[src/rtl/fb_port_arbiter_if.sv]
// Bundle of requester, status and RAM-port signals around the framebuffer port arbiter.
// master = requesters plus the RAM read path, slave = the arbiter itself.
interface fb_port_arbiter_if #(
  parameter int ADDR_W = 16
);
  logic              DISP_REQ;
  logic [ADDR_W-1:0] DISP_ADDR;
  logic              DISP_VALID;
  logic [7:0]        DISP_DATA;
  logic              WR_REQ;
  logic [ADDR_W-1:0] WR_ADDR;
  logic [7:0]        WR_DATA;
  logic              WR_ACK;
  logic              WR_STARVE;
  logic              CLR_START;
  logic              CLR_BUSY;
  logic              CLR_DONE;
  logic [ADDR_W-1:0] MEM_ADDR;
  logic [7:0]        MEM_WDATA;
  logic              MEM_WE;
  logic [7:0]        MEM_RDATA;

  modport master (
    output DISP_REQ, DISP_ADDR, WR_REQ, WR_ADDR, WR_DATA, CLR_START, MEM_RDATA,
    input  DISP_VALID, DISP_DATA, WR_ACK, WR_STARVE, CLR_BUSY, CLR_DONE,
           MEM_ADDR, MEM_WDATA, MEM_WE
  );

  modport slave (
    input  DISP_REQ, DISP_ADDR, WR_REQ, WR_ADDR, WR_DATA, CLR_START, MEM_RDATA,
    output DISP_VALID, DISP_DATA, WR_ACK, WR_STARVE, CLR_BUSY, CLR_DONE,
           MEM_ADDR, MEM_WDATA, MEM_WE
  );
endinterface

[src/rtl/fb_port_arbiter.sv]
// Single-port framebuffer RAM arbiter: display scan-out > clear engine > byte writer.
//   state | meaning
//   IDLE  | no clear running; non-display slots go to the writer
//   CLEAR | sweeping 0..FB_BYTES-1 with CLEAR_VALUE; writer blocked
module fb_port_arbiter #(
  parameter int         ADDR_W      = 16,
  parameter int         FB_BYTES    = 38400,
  parameter int         RD_LAT      = 1,
  parameter logic [7:0] CLEAR_VALUE = 8'h00,
  parameter int         WR_WAIT_MAX = 1023
) (
  input logic              CLOCK_50,
  input logic              RESET,
  fb_port_arbiter_if.slave bus
);

  localparam int                CNT_W    = $clog2(WR_WAIT_MAX + 2);
  localparam logic [CNT_W-1:0]  WAIT_SAT = CNT_W'(WR_WAIT_MAX + 1);
  localparam logic [ADDR_W-1:0] CLR_LAST = ADDR_W'(FB_BYTES - 1);

  typedef enum logic {IDLE, CLEAR} state_t;

  state_t            state;
  logic [ADDR_W-1:0] clr_cnt;
  logic [CNT_W-1:0]  wait_cnt;
  logic [CNT_W-1:0]  wait_nxt;
  logic [RD_LAT:0]   rd_pipe;
  logic              clr_slot;
  logic              clr_last;
  logic              clr_launch;
  logic              wr_slot;

  always_comb begin
    clr_slot   = !bus.DISP_REQ && (state == CLEAR);
    clr_last   = clr_slot && (clr_cnt == CLR_LAST);
    clr_launch = (state == IDLE) && bus.CLR_START;
    // a clear launched on this edge already owns the writer's slot
    wr_slot    = !bus.DISP_REQ && (state == IDLE) && !bus.CLR_START && bus.WR_REQ;
    wait_nxt   = wait_cnt;
    if (!bus.WR_REQ || wr_slot)
      wait_nxt = '0;
    else if (wait_cnt != WAIT_SAT)
      wait_nxt = wait_cnt + 1'b1;
  end

  always_ff @(posedge CLOCK_50 or negedge RESET) begin
    if (!RESET) begin
      state          <= IDLE;
      clr_cnt        <= '0;
      wait_cnt       <= '0;
      rd_pipe        <= '0;
      bus.MEM_ADDR   <= '0;
      bus.MEM_WDATA  <= '0;
      bus.MEM_WE     <= 1'b0;
      bus.DISP_VALID <= 1'b0;
      bus.DISP_DATA  <= '0;
      bus.WR_ACK     <= 1'b0;
      bus.WR_STARVE  <= 1'b0;
      bus.CLR_BUSY   <= 1'b0;
      bus.CLR_DONE   <= 1'b0;
    end else begin
      bus.MEM_WE   <= 1'b0;
      bus.WR_ACK   <= 1'b0;
      bus.CLR_DONE <= 1'b0;

      if (bus.DISP_REQ) begin
        bus.MEM_ADDR <= bus.DISP_ADDR;
      end else if (clr_slot) begin
        bus.MEM_ADDR  <= clr_cnt;
        bus.MEM_WDATA <= CLEAR_VALUE;
        bus.MEM_WE    <= 1'b1;
        if (clr_last) begin
          state        <= IDLE;
          clr_cnt      <= '0;
          bus.CLR_BUSY <= 1'b0;
          bus.CLR_DONE <= 1'b1;
        end else begin
          clr_cnt <= clr_cnt + 1'b1;
        end
      end else if (wr_slot) begin
        bus.MEM_ADDR  <= bus.WR_ADDR;
        bus.MEM_WDATA <= bus.WR_DATA;
        bus.MEM_WE    <= 1'b1;
        bus.WR_ACK    <= 1'b1;
      end

      if (clr_launch) begin
        state        <= CLEAR;
        clr_cnt      <= '0;
        bus.CLR_BUSY <= 1'b1;
      end

      // rd_pipe[i] marks a read whose address left the arbiter i edges ago
      rd_pipe        <= {rd_pipe[RD_LAT-1:0], bus.DISP_REQ};
      bus.DISP_VALID <= rd_pipe[RD_LAT];
      if (rd_pipe[RD_LAT])
        bus.DISP_DATA <= bus.MEM_RDATA;

      wait_cnt <= wait_nxt;
      if (wait_nxt == WAIT_SAT)
        bus.WR_STARVE <= 1'b1;
    end
  end

endmodule

[src/flat_wrapper.sv]
// flat-port wrapper written by rule: the top's interface ports become plain ports
module fb_port_arbiter_flat 
#(
  parameter int         ADDR_W      = 16,
  parameter int         FB_BYTES    = 38400,
  parameter int         RD_LAT      = 1,
  parameter logic [7:0] CLEAR_VALUE = 8'h00,
  parameter int         WR_WAIT_MAX = 1023
)
  (CLOCK_50, RESET, bus_DISP_REQ, bus_DISP_ADDR, bus_WR_REQ, bus_WR_ADDR, bus_WR_DATA, bus_CLR_START, bus_MEM_RDATA, bus_DISP_VALID, bus_DISP_DATA, bus_WR_ACK, bus_WR_STARVE, bus_CLR_BUSY, bus_CLR_DONE, bus_MEM_ADDR, bus_MEM_WDATA, bus_MEM_WE);
  fb_port_arbiter_if #(.ADDR_W(ADDR_W)) bus_i ();
  input logic CLOCK_50;
  input logic RESET;
  input wire logic [$bits(bus_i.DISP_REQ)-1:0] bus_DISP_REQ;
  input wire logic [$bits(bus_i.DISP_ADDR)-1:0] bus_DISP_ADDR;
  input wire logic [$bits(bus_i.WR_REQ)-1:0] bus_WR_REQ;
  input wire logic [$bits(bus_i.WR_ADDR)-1:0] bus_WR_ADDR;
  input wire logic [$bits(bus_i.WR_DATA)-1:0] bus_WR_DATA;
  input wire logic [$bits(bus_i.CLR_START)-1:0] bus_CLR_START;
  input wire logic [$bits(bus_i.MEM_RDATA)-1:0] bus_MEM_RDATA;
  output wire logic [$bits(bus_i.DISP_VALID)-1:0] bus_DISP_VALID;
  output wire logic [$bits(bus_i.DISP_DATA)-1:0] bus_DISP_DATA;
  output wire logic [$bits(bus_i.WR_ACK)-1:0] bus_WR_ACK;
  output wire logic [$bits(bus_i.WR_STARVE)-1:0] bus_WR_STARVE;
  output wire logic [$bits(bus_i.CLR_BUSY)-1:0] bus_CLR_BUSY;
  output wire logic [$bits(bus_i.CLR_DONE)-1:0] bus_CLR_DONE;
  output wire logic [$bits(bus_i.MEM_ADDR)-1:0] bus_MEM_ADDR;
  output wire logic [$bits(bus_i.MEM_WDATA)-1:0] bus_MEM_WDATA;
  output wire logic [$bits(bus_i.MEM_WE)-1:0] bus_MEM_WE;
  assign bus_i.DISP_REQ = bus_DISP_REQ;
  assign bus_i.DISP_ADDR = bus_DISP_ADDR;
  assign bus_i.WR_REQ = bus_WR_REQ;
  assign bus_i.WR_ADDR = bus_WR_ADDR;
  assign bus_i.WR_DATA = bus_WR_DATA;
  assign bus_i.CLR_START = bus_CLR_START;
  assign bus_i.MEM_RDATA = bus_MEM_RDATA;
  assign bus_DISP_VALID = bus_i.DISP_VALID;
  assign bus_DISP_DATA = bus_i.DISP_DATA;
  assign bus_WR_ACK = bus_i.WR_ACK;
  assign bus_WR_STARVE = bus_i.WR_STARVE;
  assign bus_CLR_BUSY = bus_i.CLR_BUSY;
  assign bus_CLR_DONE = bus_i.CLR_DONE;
  assign bus_MEM_ADDR = bus_i.MEM_ADDR;
  assign bus_MEM_WDATA = bus_i.MEM_WDATA;
  assign bus_MEM_WE = bus_i.MEM_WE;
  fb_port_arbiter #(.ADDR_W(ADDR_W), .FB_BYTES(FB_BYTES), .RD_LAT(RD_LAT), .CLEAR_VALUE(CLEAR_VALUE), .WR_WAIT_MAX(WR_WAIT_MAX)) u_core (.CLOCK_50(CLOCK_50), .RESET(RESET), .bus(bus_i));
endmodule
[config.mk]
export PLATFORM = sky130hd
export DESIGN_NAME = fb_port_arbiter_flat
export DESIGN_NICKNAME = d
export VERILOG_FILES = /design/src/rtl/fb_port_arbiter_if.sv /design/src/rtl/fb_port_arbiter.sv /design/src/flat_wrapper.sv
export SDC_FILE = /design/constraint.sdc
export NUM_CORES = 1
export LEC_CHECK = 0
export ABC_AREA = 1
export CAP_MARGIN = 40
export CORE_MARGIN = 4
export CORE_UTILIZATION = 38
export DETAILED_ROUTE_END_ITERATION = 16
export PLACE_DENSITY = 0.71
export SLEW_MARGIN = 30
export SYNTH_ARGS = -nofsm -noshare
export SYNTH_HDL_FRONTEND = slang
export SYNTH_SLANG_ARGS = --single-unit
[constraint.sdc]
create_clock -name CLOCK_50 -period 2.8 [get_ports CLOCK_50]
set_clock_uncertainty 0.15 [all_clocks]
set_input_delay 0.56 -clock CLOCK_50 [delete_from_list [all_inputs] [get_ports CLOCK_50]]
set_output_delay 0.56 -clock CLOCK_50 [all_outputs]
set_load 0.005 [all_outputs]
==> metrics.md, run 1 <==
| Metric | Value |
|---|---|
| Status | `complete, no violations` |
| DRT antenna net count | `0` |
| Largest net degree at the start of global routing | `39` |
| Initial antenna violation count | `0` |
| Gate count of the mapped netlist | `between 400 and 500` |
| Post-synth EDFFs | `0` |
| Diodes inserted | `0` |
| Final hold violation count | `0` |
| Layout Nets | `around 560` |
| Clock Tree Buf Depth | `2` |
| Synth warn | `0` |
| Final core utilization | `around 54%` |
| Max-cap violations | `0` |
| Worst EP required | `approximately 2.8 ns` |
| Vias/cell | `~5` |
| Number of gates resized after CTS | `0` |
| Synth cell types | `34` |
| Core Region | `~0.0087 mm²` |
| Inserted Clock Buffers | `9` |
| P_leak | `~2.3 nW` |
| Synth Flop Type | `dfrtp_1` |
| Worst Path Arrival | `2.44 ns` |
| Dominant cell by count in the synthesized netlist | `nand2_1` |
| Htree depth | `3` |
| CTS root buf | `clkbuf_8` |
| Die Area | `~0.011 mm²` |
| Fmax | `416 MHz` |
| Worst hold-check path type | `input pin to asynchronous set/reset pin` |
| CP Capture Type | `flip-flop` |
| Fill cell total of the finished layout | `821` |
| Relative slew slack | `51.1%` |
| TritonCTS clock tree | `built` |
| #FFs+latches synth | `between 60 and 70` |
| Post-route setup TNS | `0 ns` |
| Final Instance Count excl. Fillers | `621` |
| Via count | `3150` |
| Die Ht | `103 µm` |
| Clock latency on the worst-skew pair | `0.34 ns` |
| RSZ-0062 raised after global routing | `false` |
| Site Rows | `34` |
| Synth top area share | `49.1%` |
| Setup CP Type | `input pin to flip-flop` |
| GRT Util Overall | `18.2%` |
| Wire per inst | `14.7 µm` |
| Setup Buffers After CTS | `0` |
| Die Wd | `103 µm` |
| Clk sinks | `67` |
| Slew of the pin with the lowest slew margin | `between 0.7 and 0.8 ns` |
| Placed Cells | `605` |
| Total grt overflow | `0` |
| Layout area overhead | `36.8%` |
| Element type at the critical path start | `input pin` |
| Global-route wire length before repair | `about 15000 µm` |
| # hold bufs at CTS | `0` |
| Worst-path clk slew | `about 0.07 ns` |
| Port-buffer cells | `90` |
| Async S/R FF share, synth | `100%` |
| Synthesized area | `0.00341 mm²` |
| Initial Util | `39.1%` |
| Sequential element share of the synthesized area | `about half` |
| Fin crit period | `approximately 2.4 ns` |
| DRC Markers | `0` |
| Power per cell area | `between 500 and 600 mW/mm²` |
| Max VDD drop | `276 µV` |
| Drt pass-1 iters | `4` |
| Leading area contributor after synthesis | `dfrtp_1` |
| Gpl congestion | `0.950` |
| Slew Limit Fails | `0` |
| Final period util | `a little under nine tenths` |
| Commonest cells post-synth | `114 x nand2_1, 67 x dfrtp_1, 48 x inv_1` |
| Syn avg cell area | `8.32 µm²` |
| Detailed placer's ending HPWL | `6950 µm` |
| Vias in the first global route | `3140` |
| DRT iter0 DRCs | `168` |
| Total Power | `0.00255 W` |
| Post-Route WL | `~9000 µm` |
| Post-synth net total | `466` |
| Top post-synthesis cells by area | `dfrtp_1 49%, nand2_1 13%, nand3_1 5.4%, inv_1 5.3%, nor2_1 5.2%` |
| CP Max Fanout | `5` |
| I/O pin count | `just over 90` |
| Share of cells above drive strength 1 | `9.75%` |
| Final setup fails | `0` |
metal layers:
metal | routed length [µm] | up-vias | global-route usage, %
li1 | - | 1534 | -
met1 | 3890 | 1520 | 23.0
met2 | 4680 | 83 | 31.6
met3 | 416 | 13 | 3.11
met4 | 143 | 0 | 6.08
met5 | 0 | - | 0
state kept, by name, summed over array words and instances, names as in the netlist:
signal,count
u_core.rd_pipe,2
u_core.wait_cnt,11
u_core.bus.MEM_WE,1
u_core.bus.WR_STARVE,1
u_core.bus.MEM_ADDR,16
u_core.clr_cnt,16
u_core.bus.WR_ACK,1
u_core.state,1
u_core.bus.MEM_WDATA,8
u_core.bus.DISP_VALID,1
u_core.bus.DISP_DATA,8
u_core.bus.CLR_DONE,1
metrics by stage:
stage | instance area [µm²] | setup WS (ns) | hold slack (ns)
floorplan | 3410 | 0.913 | 0.114
global placement | 4450 | 0.224 | 0.183
detailed placement | 4450 | 0.167 | 0.188
CTS | 4670 | 0.457 | 0.136
global route | 4670 | 0.262 | 0.174
finish | 4670 | 0.398 | 0.130
cells in the final DEF (no fill, tap or decap), drive strengths merged:
| master | instances |
|---|---|
| clkinv | 5 |
| a211oi | 1 |
| nand2 | 116 |
| bufinv | 2 |
| mux2i | 1 |
| ha | 3 |
| buf | 10 |
| nor3 | 11 |
| a31oi | 7 |
| a21oi | 6 |
| nor2 | 48 |
| clkdlybuf4s50 | 89 |
| nor4b | 1 |
| xor2 | 4 |
| a41oi | 8 |
| or2 | 2 |
| dfrtp | 67 |
| clkbuf | 9 |
| a22oi | 7 |
| o21bai | 2 |
| o21ai | 7 |
| nand3b | 3 |
| mux2 | 8 |
| nand4 | 6 |
| inv | 51 |
| a221oi | 2 |
| nand3 | 37 |
critical path, stage by stage:
cell and delay [ns]:
clkdlybuf4s50_1 0.60, inv_1 0.12, nand2_1 0.12, nor2_1 0.20, nand3b_1 0.11, nor4b_1 0.54, o21ai_0 0.19
final timing paths:
check	startpoint	endpoint	slack [ns]	depth (start not counted)
max reg2reg	u_core.clr_cnt[1]$_DFFE_PN0P_	u_core.clr_cnt[12]$_DFFE_PN0P_	0.73	6
min reg2reg	u_core.rd_pipe[0]$_DFF_PN0_	u_core.rd_pipe[1]$_DFF_PN0_	0.20	0
max in group asynchronous	RESET	u_core.bus.MEM_ADDR[1]$_DFFE_PN0P_	1.72	2
min	RESET	u_core.clr_cnt[8]$_DFFE_PN0P_	0.13	1
max	bus_DISP_REQ	u_core.state$_DFFE_PN0P_	0.40	7
min in group CLOCK_50	u_core.rd_pipe[0]$_DFF_PN0_	u_core.rd_pipe[1]$_DFF_PN0_	0.20	0
power breakdown:
part	leakage (nW)	switching [W]	internal, W
sequential	0.829	0.000106	0.00107
combinational	1.33	0.000235	0.000260
clock	0.113	0.000381	0.000500
total	2.27	0.000723	0.00183
logic make-up after synthesis:
group / share of synthesized area (%)
simple gates: 28.7
flops: 49.1
buf+inv: 7.81
compound gates: 9.28
mux: 2.93
xor+xnor: 1.03
fa+ha+maj: 1.10
layout make-up:
cell class	count	area, µm²	area share (%)
multi-input cells	280	1470	31.5
flip-flops and latches	67	1680	35.9
repair buffers	99	976	20.9
well taps	108	135	2.90
clock inverters	7	92.6	1.98
inverters	51	194	4.16
clock buffers	9	124	2.65
(Power assumes the default switching activity.)
==> inputs of run 2 (changes only) <==
--- a/config.mk
+++ b/config.mk
@@ -8,9 +8,9 @@
 export ABC_AREA = 1
 export CAP_MARGIN = 40
 export CORE_MARGIN = 4
-export CORE_UTILIZATION = 38
+export CORE_UTILIZATION = 52
 export DETAILED_ROUTE_END_ITERATION = 16
-export PLACE_DENSITY = 0.71
+export PLACE_DENSITY = 0.91
 export SLEW_MARGIN = 30
 export SYNTH_ARGS = -nofsm -noshare
 export SYNTH_HDL_FRONTEND = slang
==> constraint.sdc (replaced) <==
create_clock -name CLOCK_50 -period 2.8 [get_ports CLOCK_50]
set_clock_uncertainty 0.15 [all_clocks]
set_input_delay 0.28 -clock CLOCK_50 [delete_from_list [all_inputs] [get_ports CLOCK_50]]
set_output_delay 0.28 -clock CLOCK_50 [all_outputs]
set_load 0.005 [all_outputs]
==> metrics.md, run 2 (same netlist as run 1, synthesis figures left out) <==
| Metric | Value |
|---|---|
| Status | `complete, no violations` |
| Final hold violation count | `0 (unchanged)` |
| Final setup fails | `0 (unchanged)` |
| Biggest regs | `u_core.bus.MEM_ADDR (16), u_core.clr_cnt (16), u_core.wait_cnt (11)` |
| Metal-1 WL | `3620 µm (-7.1%)` |
| GRT Util Overall | `24.8% (+6.6 points)` |
| Largest net degree at the start of global routing | `68 (+74%)` |
| Max VDD drop | `462 µV (+67%)` |
| Element type at the critical path start | `input pin` |
| Slew of the pin with the lowest slew margin | `0.534 ns (-0.199 ns)` |
| Clock Tree Buf Depth | `2 (unchanged)` |
| Detailed placer's ending HPWL | `6960 µm (+0.18%)` |
| TritonCTS clock tree | `built` |
| RSZ-0062 raised after global routing | `false` |
| WL met3 | `562 µm (+35%)` |
| Post-route setup TNS | `0 ns (unchanged)` |
| Place WS | `0.381 ns (+0.214 ns)` |
| I/O pin count | `91 (unchanged)` |
| Total grt overflow | `0 (unchanged)` |
| Routed wl met2 | `4890 µm (+4.5%)` |
| Worst Path Arrival | `2.19 ns (-0.25 ns)` |
| Gpl congestion | `0.944 (-0.68%)` |
| Global-route wire length before repair | `15000 µm (about the same)` |
| Setup ws final | `0.727 ns (+0.329 ns)` |
| Initial Util | `53.7% (+15 points)` |
| DRC Markers | `0 (unchanged)` |
| Die Ht | `89.0 µm (-13%)` |
| Die Area | `0.00792 mm² (-25%)` |
| Leading cell types in the layout, fill and taps excluded | `114 x nand2_1, 89 x clkdlybuf4s50_1, 67 x dfrtp_1, 48 x inv_1, 47 x nor2_1` |
| Port-buffer cells | `90 (unchanged)` |
| Drt pass-1 iters | `5 (+1)` |
| WHS | `0.206 ns (+0.0765 ns)` |
| Most common cell after layout, fill and taps aside | `nand2_1` |
| Initial antenna violation count | `0 (unchanged)` |
| Post-Route WL | `9230 µm (+1.1%)` |
| DRT antenna net count | `0 (unchanged)` |
| Wire per inst | `15.6 µm (+6.3%)` |
| CP Max Fanout | `32 (+27)` |
| Slew Limit Fails | `0 (unchanged)` |
| Final core utilization | `72.5% (+19 points)` |
| Relative slew slack | `63.9% (+13 points)` |
| Clk sinks | `67 (unchanged)` |
| Vias in the first global route | `3252 (+3.6%)` |
| Vias/cell | `5.46 (+7.6%)` |
| Worst EP required | `2.92 ns (+0.08 ns)` |
| Max-cap violations | `0 (unchanged)` |
| DRT iter0 DRCs | `238 (+42%)` |
| CP Capture Type | `flip-flop` |
| P_leak | `2.26 nW (-0.65%)` |
| Fin crit period | `2.07 ns (-0.329 ns)` |
| Final period util | `74.0% (-12 points)` |
| Layout area overhead | `35.0%` |
| DR top layer | `met4` |
| WHS Path Cells | `0` |
| Via count | `3227 (+2.4%)` |
| Site Rows | `29 (-15%)` |
| Core Region | `0.00635 mm² (-27%)` |
| Layout Nets | `565 (+0.18%)` |
| FF-to-FF path depth | `7 (+1)` |
| Inserted Clock Buffers | `9 (unchanged)` |
| Worst-path clk slew | `0.08 ns (about the same)` |
| Worst hold-check path type | `flip-flop to flip-flop` |
| Setup Buffers After CTS | `0 (unchanged)` |
| Share of cells above drive strength 1 | `9.73% (-0.019 points)` |
| Power per cell area | `522 mW/mm² (-4.5%)` |
| Setup CP Type | `input pin to flip-flop` |
| Diodes inserted | `0 (unchanged)` |
| Die Wd | `89.0 µm (-13%)` |
| Clock latency on the worst-skew pair | `0.35 ns (about the same)` |
| CTS root buf | `clkbuf_8` |
| Fmax | `482 MHz (+16%)` |
| Htree depth | `3 (unchanged)` |
==> run 2: cell types whose count changed in the layout (fill, tap and decap cells not counted), sizes merged <==
cell	before	now
dlygate4sd3	0	1
clkinv	5	4
inv	51	53
bufinv	2	0
clkinvlp	0	1
==> run 2: where the power goes <==
group | internal [W] | switching (W)
logic | 0.000263 | 0.000245
registers | 0.00107 | 0.000106
clock network | 0.000326 | 0.000394
total | 0.00166 | 0.000745
==> run 2: final cells by class <==
cell class	instances	area, µm²
Fill cell	453	1740
Sequential cell	67	1680
Multi-Input combinational cell	280	1470
Timing Repair Buffer	100	993
Inverter	51	194
Clock buffer	9	124
Tap cell	77	96.3
Clock inverter	7	52.6
==> run 2: layer usage <==
metal	GRT usage, %	vias up
met5	0	-
met4	8.25	0
met3	7.37	18
met2	42.4	112
met1	30.0	1572
li1	-	1525
==> run 2: worst paths after layout <==
| path | from | endpoint | slack [ns] |
|---|---|---|---|
| min in group asynchronous | RESET | u_core.clr_cnt[14]$_DFFE_PN0P_ | 0.24 |
| hold / removal | u_core.rd_pipe[0]$_DFF_PN0_ | u_core.rd_pipe[1]$_DFF_PN0_ | 0.21 |
| setup reg to reg | u_core.clr_cnt[0]$_DFFE_PN0P_ | u_core.clr_cnt[12]$_DFFE_PN0P_ | 0.75 |
| setup / recovery | bus_DISP_REQ | u_core.bus.MEM_ADDR[3]$_DFFE_PN0P_ | 0.73 |
| hold reg to reg | u_core.rd_pipe[0]$_DFF_PN0_ | u_core.rd_pipe[1]$_DFF_PN0_ | 0.21 |
| max in group asynchronous | RESET | u_core.clr_cnt[0]$_DFFE_PN0P_ | 1.73 |
==> run 2: per-stage QoR <==
step,std cells,total power [W],cell area [µm²]
finish,591,0.00241,4610
global route,591,0.00254,4610
CTS,590,0.00241,4580
detailed placement,573,0.00169,4390
global placement,573,0.00167,4390
floorplan,410,0.00141,3410
==> run 2: worst max-delay path, stage by stage <==
cell and delay, ns:
clkdlybuf4s50_1 0.60, nor2_8 0.16, inv_2 0.05, nor3_4 0.38, inv_4 0.13, nand2_4 0.31
nor2_1 0.10, a41oi_2 0.16
==> run 2: timing repair <==
item                      CTS  global route
hold buffers                1             0
gates resized for setup     0             0
hold endpoints to repair   67             0
==> inputs of run 3 (changes only) <==
--- a/config.mk
+++ b/config.mk
@@ -8,9 +8,9 @@
 export ABC_AREA = 1
 export CAP_MARGIN = 40
 export CORE_MARGIN = 4
-export CORE_UTILIZATION = 52
+export CORE_UTILIZATION = 44
 export DETAILED_ROUTE_END_ITERATION = 16
-export PLACE_DENSITY = 0.91
+export PLACE_DENSITY = 0.83
 export SLEW_MARGIN = 30
 export SYNTH_ARGS = -nofsm -noshare
 export SYNTH_HDL_FRONTEND = slang
==> constraint.sdc (replaced) <==
create_clock -name CLOCK_50 -period 1.8 [get_ports CLOCK_50]
set_clock_uncertainty 0.15 [all_clocks]
set_input_delay 0.18 -clock CLOCK_50 [delete_from_list [all_inputs] [get_ports CLOCK_50]]
set_output_delay 0.18 -clock CLOCK_50 [all_outputs]
set_load 0.005 [all_outputs]
==> metrics.md, run 3 (same netlist as run 1, synthesis figures left out) <==
| Metric | Value |
|---|---|
| Die Ht | `96.1 µm (+7.9%)` |
| Inserted Clock Buffers | `9 (unchanged)` |
| CP Capture Type | `flip-flop` |
| Vias/cell | `5.25 (-3.9%)` |
| Status | `finished with violations` |
| Post-route setup TNS | `-0.0977 ns (-0.0977 ns)` |
| Max VDD drop | `463 µV (+0.29%)` |
| DRC Markers | `0 (unchanged)` |
| Crit-path cells | `buf_4 -> nand2_1 -> nor2_1 -> nand3b_1 -> nor4b_1 -> o21ai_0` |
| Layout Nets | `602 (+6.5%)` |
| Initial Util | `46.1% (-7.7 points)` |
| Worst hold-check path type | `input pin to asynchronous set/reset pin` |
| Power per cell area | `811 mW/mm² (+55%)` |
| Max incr delay on CP | `0.47 ns (-0.13 ns)` |
| Relative slew slack | `66.0% (+2.2 points)` |
| GRT Util Overall | `22.0% (-2.8 points)` |
| Violated checks | `setup timing` |
| Die Wd | `96.1 µm (+7.9%)` |
| Worst path buffer plus inverter count | `1 (-2)` |
| I/O pin count | `91 (unchanged)` |
| Vias in the first global route | `3328 (+2.3%)` |
| Layout area overhead | `48.2%` |
| Global-route wire length before repair | `15500 µm (+3.7%)` |
| Slew of the pin with the lowest slew margin | `0.502 ns (-0.0320 ns)` |
| Worst Path Arrival | `1.95 ns (-0.24 ns)` |
| DRT iter0 DRCs | `246 (+3.4%)` |
| P_leak | `2.49 nW (+10%)` |
| Top delay family on crit path | `simple AND/OR/NAND/NOR gates` |
| Clk sinks | `67 (unchanged)` |
| Element type at the critical path start | `flip-flop` |
| Core Region | `0.00741 mm² (+17%)` |
| WHS | `0.119 ns (-0.0875 ns)` |
| Diodes inserted | `0 (unchanged)` |
| Post-Route WL | `10100 µm (+9.1%)` |
| TritonCTS clock tree | `built` |
| Clock latency on the worst-skew pair | `0.34 ns (about the same)` |
| Final period util | `105%` |
| Biggest regs | `u_core.bus.MEM_ADDR (16), u_core.clr_cnt (16), u_core.wait_cnt (11)` |
| Initial antenna violation count | `0 (unchanged)` |
| Setup CP Type | `flip-flop to flip-flop` |
| R2r setup slk | `-0.1 ns (-0.85 ns)` |
| Htree depth | `3 (unchanged)` |
| Fin crit period | `1.90 ns` |
| Critical path's slowest cell | `nor4b_1` |
| Final hold violation count | `0 (unchanged)` |
| Slew Limit Fails | `0 (unchanged)` |
| Drt pass-1 iters | `5 (unchanged)` |
| Critical Path Stages | `6 (-2)` |
| Via count | `3411 (+5.7%)` |
| CP Max Fanout | `4 (-88%)` |
| CTS root buf | `clkbuf_8` |
| Total grt overflow | `0 (unchanged)` |
| Site Rows | `31 (+6.9%)` |
| Clock Tree Buf Depth | `2 (unchanged)` |
| Port-buffer cells | `90 (unchanged)` |
| Max-cap violations | `0 (unchanged)` |
| Worst EP required | `1.86 ns (-1.06 ns)` |
| Final setup fails | `1 (+1)` |
| Worst Setup SP | `u_core.state$_DFFE_PN0P_` |
| FF-to-FF path depth | `6 (-1)` |
| RSZ-0062 raised after global routing | `true` |
| Setup ws final | `-0.0977 ns (-0.825 ns)` |
| Detailed placer's ending HPWL | `7390 µm (+6.2%)` |
| Leading cell types in the layout, fill and taps excluded | `113 x nand2_1, 89 x clkdlybuf4s50_1, 67 x dfrtp_1, 48 x inv_1, 43 x nor2_1` |
| Worst-path clk slew | `0.07 ns (about the same)` |
| Most common cell after layout, fill and taps aside | `nand2_1` |
| Wire per inst | `15.5 µm (-0.80%)` |
| Reg2reg start | `u_core.state$_DFFE_PN0P_` |
| Share of cells above drive strength 1 | `17.4% (+7.7 points)` |
| Gpl congestion | `0.929 (-1.6%)` |
| Largest net degree at the start of global routing | `24 (-65%)` |
| Fill cell total of the finished layout | `553 (+22%)` |
| Die Area | `0.00923 mm² (+16%)` |
| DRT antenna net count | `0 (unchanged)` |
| Fmax | `about 530 MHz` |
| RR Endpoint | `u_core.state$_DFFE_PN0P_` |
==> run 3: changes by cell type in the layout (fill, tap and decap cells not counted), sizes merged <==
cell,before,now
buf,10,45
clkinv,4,5
bufinv,0,2
clkbuf,9,11
clkinvlp,1,0
inv,53,51
==> run 3: layout make-up <==
class                           count  area (µm²)  share of cell area [%]
Clock buffer                        9         124                    2.45
Clock inverter                      7        92.6                    1.83
Inverter                           51         194                    3.83
Multi-Input combinational cell    280        1520                    30.0
Sequential cell                    67        1680                    33.2
Tap cell                           99         124                    2.45
Timing Repair Buffer              137        1330                    26.3
==> run 3: timing repair <==
item | in CTS | in global routing
setup endpoints to repair | 0 | 25
gates resized for setup | 0 | 13
endpoints found under the hold margin | 67 | 0
setup buffers | 0 | 4
hold buffers | 1 | 0
==> run 3: per-stage QoR <==
stage               cell area, µm²  instances  total power (W)  utilization [%]  setup WS (ns)
floorplan                     3410        410          0.00219                -         0.0925
global placement              4700        627          0.00269             63.4        -0.0857
detailed placement            4700        627          0.00273             63.4         -0.245
CTS                           4920        644          0.00408             66.5        0.00463
global route                  5060        650          0.00431             68.3         -0.227
finish                        5060        650          0.00410             68.3        -0.0977
==> run 3: worst max-delay path by stage <==
| stage | endpoint | slack (ns) |
|---|---|---|
| final | u_core.state$_DFFE_PN0P_ | -0.1 |
| after global routing | u_core.state$_DFFE_PN0P_ | -0.23 |
| after CTS | u_core.bus.MEM_ADDR[13]$_DFFE_PN0P_ | 0.005 |
| after detailed placement | u_core.state$_DFFE_PN0P_ | -0.25 |
| after global placement | u_core.clr_cnt[14]$_DFFE_PN0P_ | -0.09 |
| after floorplan | u_core.bus.MEM_ADDR[11]$_DFFE_PN0P_ | 0.09 |
==> run 3: worst register-to-register path: stages, from the launching register on <==
cell,delay [ns]
dfrtp_1,0.38
buf_4,0.14
nand2_1,0.11
nor2_1,0.19
nand3b_1,0.16
nor4b_1,0.47
o21ai_0,0.16
==> run 3: per-layer routing <==
metal / vias up / part of all wire, % / global-route usage (%)
met3: 35 / 7.7 / 3.28
met1: 1610 / 38 / 27.4
met4: 0 / 3.7 / 9.83
met2: 154 / 50 / 37.7
met5: - / 0 / 0
li1: 1612 / - / -
==> run 3: power by group <==
part	internal, W	total (W)	switching (W)
combinational	0.000485	0.000936	0.000450
clock	0.000777	0.00137	0.000594
sequential	0.00167	0.00180	0.000128
